<file path="src/rtl/hilo_pkg.sv">
// Shared definitions for the HI/LO register pair and its multiply-accumulate engine.
package hilo_pkg;

   localparam logic [1:0] ACC_MADDU = 2'b00;
   localparam logic [1:0] ACC_MADD  = 2'b01;
   localparam logic [1:0] ACC_MSUBU = 2'b10;
   localparam logic [1:0] ACC_MSUB  = 2'b11;

   typedef enum logic [1:0] {
      IDLE = 2'd0,
      MUL  = 2'd1,
      ACC  = 2'd2
   } state_e;

   function automatic logic is_signed(input logic [1:0] op);
      return (op == ACC_MADD) || (op == ACC_MSUB);
   endfunction

   function automatic logic is_sub(input logic [1:0] op);
      return (op == ACC_MSUBU) || (op == ACC_MSUB);
   endfunction

endpackage

</file>
<file path="src/rtl/hilo_mul.sv">
// Registered DW x DW -> 2DW multiplier, signed or unsigned, result modulo 2^(2DW).
module hilo_mul #(
   parameter int unsigned DW = 32
) (
   input  logic            clk,
   input  logic            rst,
   input  logic            en,
   input  logic            sgn,
   input  logic [DW-1:0]   a,
   input  logic [DW-1:0]   b,
   output logic [2*DW-1:0] p
);

   logic [2*DW-1:0] ax;
   logic [2*DW-1:0] bx;

   // Extending both operands to 2DW first gives the correct low 2DW bits for either signedness.
   always_comb begin
      ax = sgn ? {{DW{a[DW-1]}}, a} : {{DW{1'b0}}, a};
      bx = sgn ? {{DW{b[DW-1]}}, b} : {{DW{1'b0}}, b};
   end

   always_ff @(posedge clk) begin
      if (rst) begin
         p <= '0;
      end else if (en) begin
         p <= ax * bx;
      end
   end

endmodule

</file>
<file path="src/rtl/hilo_acc.sv">
// HI/LO register pair with per-half writes, forwarding view and a two-stage
// multiply-accumulate engine (IDLE -> MUL -> ACC).
module hilo_acc #(
   parameter int unsigned DW     = 32,
   parameter bit          BYPASS = 1'b1
) (
   input  logic          clk,
   input  logic          rst,
   input  logic          we_hi,
   input  logic          we_lo,
   input  logic [DW-1:0] hi_i,
   input  logic [DW-1:0] lo_i,
   input  logic          acc_req,
   input  logic [1:0]    acc_op,
   input  logic [DW-1:0] acc_a,
   input  logic [DW-1:0] acc_b,
   output logic          acc_busy,
   output logic          acc_done,
   output logic [DW-1:0] hi_o,
   output logic [DW-1:0] lo_o,
   output logic [DW-1:0] hi_fwd_o,
   output logic [DW-1:0] lo_fwd_o
);
   import hilo_pkg::*;

   state_e          state;
   state_e          state_n;
   logic [DW-1:0]   a_q;
   logic [DW-1:0]   b_q;
   logic [1:0]      op_q;
   logic [2*DW-1:0] prod;
   logic [2*DW-1:0] cur;
   logic [2*DW-1:0] sum;

   always_ff @(posedge clk) begin
      if (rst) begin
         state <= IDLE;
      end else begin
         state <= state_n;
      end
   end

   always_comb begin
      state_n  = state;
      acc_busy = (state != IDLE);
      case (state)
         IDLE:    if (acc_req) state_n = MUL;
         MUL:     state_n = ACC;
         ACC:     state_n = IDLE;
         default: state_n = IDLE;
      endcase
   end

   always_ff @(posedge clk) begin
      if (rst) begin
         a_q  <= '0;
         b_q  <= '0;
         op_q <= '0;
      end else if (state == IDLE && acc_req) begin
         a_q  <= acc_a;
         b_q  <= acc_b;
         op_q <= acc_op;
      end
   end

   hilo_mul #(
      .DW(DW)
   ) u_mul (
      .clk (clk),
      .rst (rst),
      .en  (state == MUL),
      .sgn (is_signed(op_q)),
      .a   (a_q),
      .b   (b_q),
      .p   (prod)
   );

   always_comb begin
      cur = {hi_o, lo_o};
      sum = is_sub(op_q) ? (cur - prod) : (cur + prod);
   end

   // The commit owns both halves in ACC; direct writes are only honoured elsewhere.
   always_ff @(posedge clk) begin
      if (rst) begin
         hi_o     <= '0;
         lo_o     <= '0;
         acc_done <= 1'b0;
      end else begin
         acc_done <= (state == ACC);
         if (state == ACC) begin
            {hi_o, lo_o} <= sum;
         end else begin
            if (we_hi) hi_o <= hi_i;
            if (we_lo) lo_o <= lo_i;
         end
      end
   end

   always_comb begin
      hi_fwd_o = hi_o;
      lo_fwd_o = lo_o;
      if (BYPASS) begin
         if (state == ACC) begin
            {hi_fwd_o, lo_fwd_o} = sum;
         end else begin
            if (we_hi) hi_fwd_o = hi_i;
            if (we_lo) lo_fwd_o = lo_i;
         end
      end
   end

endmodule

</file>
<file path="config.mk">
export PLATFORM = sky130hd
export DESIGN_NAME = hilo_acc
export DESIGN_NICKNAME = d
export VERILOG_FILES = /design/src/rtl/hilo_pkg.sv /design/src/rtl/hilo_mul.sv /design/src/rtl/hilo_acc.sv
export SDC_FILE = /design/constraint.sdc
export NUM_CORES = 2
export LEC_CHECK = 0
export ABC_AREA = 0
export BUFFER_PORTS_ARGS = -buffer_cell sky130_fd_sc_hd__buf_2
export CORE_UTILIZATION = 70
export CTS_BUF_LIST = sky130_fd_sc_hd__clkbuf_4 sky130_fd_sc_hd__clkbuf_8
export DETAILED_ROUTE_END_ITERATION = 10
export PLACE_DENSITY = 0.88
export SLEW_MARGIN = 0
export SYNTH_ARGS = -nofsm -noshare
export SYNTH_HDL_FRONTEND = slang
export SYNTH_SLANG_ARGS = --single-unit
export TNS_END_PERCENT = 20
</file>
<file path="constraint.sdc">
create_clock -name clk -period 18.5 [get_ports clk]
set_clock_uncertainty 0.2 [all_clocks]
set_input_delay 2.775 -clock clk [delete_from_list [all_inputs] [get_ports clk]]
set_output_delay 2.775 -clock clk [all_outputs]
set_load 0.05 [all_outputs]
</file>
==> flow_metrics.py <==
metrics = {
    "synthesis": {
        "synth_cells": 6795,
        "yosys.cell_types.count": 82,
        "syn-mean-instance-area_um2": 8.92,
        "synth_seq_cells": 197,
        "synth_ff_type": "dfxtp_1",
        "syn-cell-area_um2": 60600,
        "synth_nets": 8724,
        "synth_edf_count": 0,
        "async_flop_share_pct": 0,
        "ys_warn_count": 0,
        "ys_seq_area_share_pct": 6.51,
    },
    "pwr": {
        "powerDensity_nw_per_um2": 44.1,
        "p_leak_nw": 32.8,
        "peakVddDrop_v": 0.0000651,
        "p_total_mw": 2.78,
    },
    "min_path": {
        "hold_class": "register to register",
        "min_path_cells": 2,
        "hold_start": "b_q[21]$_SDFFE_PP0P_",
        "worstHoldEndpoint": "b_q[21]$_SDFFE_PP0P_",
    },
    "cts": {
        "cts_tree": "built",
        "root_buffer": "clkbuf_8",
        "cts_buffer_depth": 2,
        "h-tree-depth": 4,
        "cts_resized": 0,
        "cts_sinks": 197,
        "cts_made_buffers": 17,
        "clk_pin_slew_ns": 0.17,
        "cts_hold_repair.buffers": 0,
        "insertion_delay_ns": 0.65,
        "cts_setup_buffers": 0,
    },
    "worst_setup_path": {
        "crit_arrival_ns": 10.72,
        "reg2reg_slack_ns": 8.09,
        "crit_fanout": 21,
        "reg2reg_to": "u_mul.p[61]$_SDFFE_PP0N_",
        "crit_required_ns": 18.81,
        "worstSetupEndpointType": "register",
        "reg2reg_from": "op_q[0]$_SDFFE_PP0P_",
        "start_kind": "register",
        "reg2reg_depth": 27,
        "crit_type": "register to register",
    },
    "route": {
        "first_pass_iters": 6,
        "ant_nets": 0,
        "highest_layer": "met5",
        "met1_length_um": 66100,
        "wirelength_um": 177000,
        "vias_per_cell": 5.92,
        "drt_iter0_markers": 4001,
        "wl_met3_um": 23300,
        "wl_per_cell_um": 22.2,
        "vias": 47100,
        "wl_met2_um": 80000,
        "drc": 0,
    },
    "placed_design": {
        "post_dp_cell_area_um2": 62600,
        "place.port_buffers": 264,
        "hpwl_um": 144000,
        "place_congestion": 1.03,
        "place_ws_ns": 8.24,
        "dp_cells": 7923,
    },
    "finish": {
        "fin_cells": 7959,
        "layout_common_cells": "inv_1, fa_1, nand2_1",
        "stdcell_area_um2": 63000,
        "area_delta_synth_final_pct": 4.05,
        "drive_gt1_share_pct": 6.52,
        "final_common_cell": "inv_1",
        "nNetsFinal": 8727,
    },
    "job": {
        "cap_violations": 0,
    },
    "timing": {
        "fin_setup_tns_ns": 0,
        "clock.fmax_mhz": 96.1,
        "finalHoldViolCount": 0,
        "fin_crit_ns": 10.41,
        "min_period_over_period_pct": 56.3,
        "rsz0062_at_grt": "false",
        "maxSlewViolCount": 0,
        "worstMarginPinSlew_ns": 1.09,
        "slew_headroom_pct": 26.9,
        "setup_viol": 0,
        "worst_slack_ns": 8.09,
    },
    "global_routing": {
        "grt_pass1_vias": 49700,
        "grt_pass1_wl_um": 277000,
        "antenna_found_initial": 5,
        "track_usage_pct": 42.1,
        "grt_max_degree": 94,
        "grt-ovfl-total": 0,
    },
    "floorplan": {
        "core-area_um2": 85400,
        "ios": 265,
        "fp.dieH_um": 296,
        "fp.dieW_um": 296,
        "rows": 107,
        "initial_core_util_pct": 70.9,
        "dieArea_um2": 87700,
    },
    "run_status": {
        "status": "complete, no violations",
    },
}
==> how the worst max path moves through the flow <==
stage,from,end,slack (ns),cells after the start
after global routing,op_q[0]$_SDFFE_PP0P_,u_mul.p[61]$_SDFFE_PP0N_,7.65,27
final,op_q[0]$_SDFFE_PP0P_,u_mul.p[61]$_SDFFE_PP0N_,8.09,27
after detailed placement,a_q[31]$_SDFFE_PP0P_,u_mul.p[61]$_SDFFE_PP0N_,8.24,27
after CTS,op_q[0]$_SDFFE_PP0P_,u_mul.p[61]$_SDFFE_PP0N_,8.22,27
after floorplan,a_q[31]$_SDFFE_PP0P_,u_mul.p[61]$_SDFFE_PP0N_,9.23,31
after global placement,a_q[31]$_SDFFE_PP0P_,u_mul.p[61]$_SDFFE_PP0N_,8.30,27
==> registers in the layout, summed over array words and instances (netlist names) <==
register  count
lo_o         32
a_q          32
state         2
u_mul.p      64
op_q          2
acc_done      1
hi_o         32
b_q          32
==> worst max-delay path: stages (launching register included) <==
cell      delay, ns
dfxtp_1        0.36
and2_1         0.71
nand2_1        0.31
fa_1           0.73
inv_1          0.13
fa_1           0.53
fa_1           0.87
inv_1          0.28
fa_1           0.53
inv_1          0.05
fa_1           0.43
fa_1           0.59
fa_1           0.45
fa_1           0.56
fa_1           0.45
fa_1           0.48
ha_1           0.40
a21o_1         0.23
a21o_1         0.19
a211oi_1       0.35
inv_1          0.07
o21ai_0        0.23
a31oi_2        0.12
a21oi_2        0.25
o211ai_2       0.16
a311oi_1       0.35
xor2_1         0.16
o21ai_0        0.08
==> layer usage <==
| metal | vias to the layer above | track usage [%] |
|---|---|---|
| met5 | - | 0 |
| met4 | 2 | 17.1 |
| met3 | 555 | 11.6 |
| met2 | 2831 | 66.6 |
| met1 | 23400 | 55.1 |
| li1 | 20200 | - |
==> per-stage QoR <==
stage	utilization, %	hold WS, ns
finish	73.8	0.266
global route	73.8	0.287
CTS	73.8	0.267
detailed placement	73.3	0.249
global placement	73.3	0.242
floorplan	-	0.251
==> kinds of logic (layout without fill, tap and decap cells) <==
family | after synthesis | in the layout | share of synthesized area, %
AOI/OAI and AO/OA | 732 | 732 | 7.46
xor gates and xnor gates | 239 | 239 | 3.46
adders and majority gates | 1796 | 1796 | 54.6
buffers and inverters | 1873 | 1889 | 11.6
DFF | 197 | 197 | 6.51
muxes | 54 | 54 | 0.946
other | 0 | 4 | 0
and+or+nand+nor | 1904 | 1904 | 15.4
==> power by group <==
part | leakage [nW] | internal [mW] | switching (mW) | total (mW)
sequential | 1.62 | 0.458 | 0.0532 | 0.511
clock | 0.218 | 0.110 | 0.233 | 0.343
combinational | 30.9 | 0.668 | 1.26 | 1.93
total | 32.8 | 1.24 | 1.54 | 2.78
==> Yosys cell counts, types with 3 or more instances <==
library cell,n,area (µm²)
inv_1,1519,5700
fa_1,1413,28300
nand2_1,871,3270
and2_1,628,3930
ha_1,381,4770
a21oi_1,323,1620
clkbuf_1,309,1160
dfxtp_1,197,3940
xnor2_1,181,1590
nor2_1,151,567
o21ai_0,117,586
a21o_1,100,751
xor2_1,58,508
and3_1,42,263
nor3_1,41,205
a211oi_1,37,278
nand3_1,36,180
nand4_1,34,213
buf_1,32,120
o21bai_1,30,225
mux2i_1,28,280
nor2b_1,28,175
mux2_2,26,293
a31oi_1,20,125
o21a_1,17,128
nand2b_1,16,100
or3_1,13,81.3
nor4_1,11,68.8
buf_2,10,50.1
o21ai_1,9,45.0
o31ai_1,8,60.1
a21boi_0,6,45.0
and4_1,6,52.6
or2_2,6,37.5
o211ai_1,5,37.5
a2111oi_0,4,35.0
a221o_1,4,40.0
a311oi_1,4,35.0
a31o_2,4,35.0
nor3b_1,4,30.0
nor4b_1,4,35.0
o22ai_1,4,25.0
a221oi_1,3,26.3
clkbuf_2,3,15.0
or4_1,3,22.5
==> final cells by class <==
cell class | count | area (µm²)
multi-input combinational | 4725 | 49600
fill | 6227 | 22400
inverter | 1519 | 5700
sequential | 197 | 3950
timing repair buffer | 338 | 1880
tap | 1144 | 1430
clock buffer | 17 | 234
clock inverter | 15 | 213
antenna | 4 | 10.0
(Power assumes the default switching activity.)
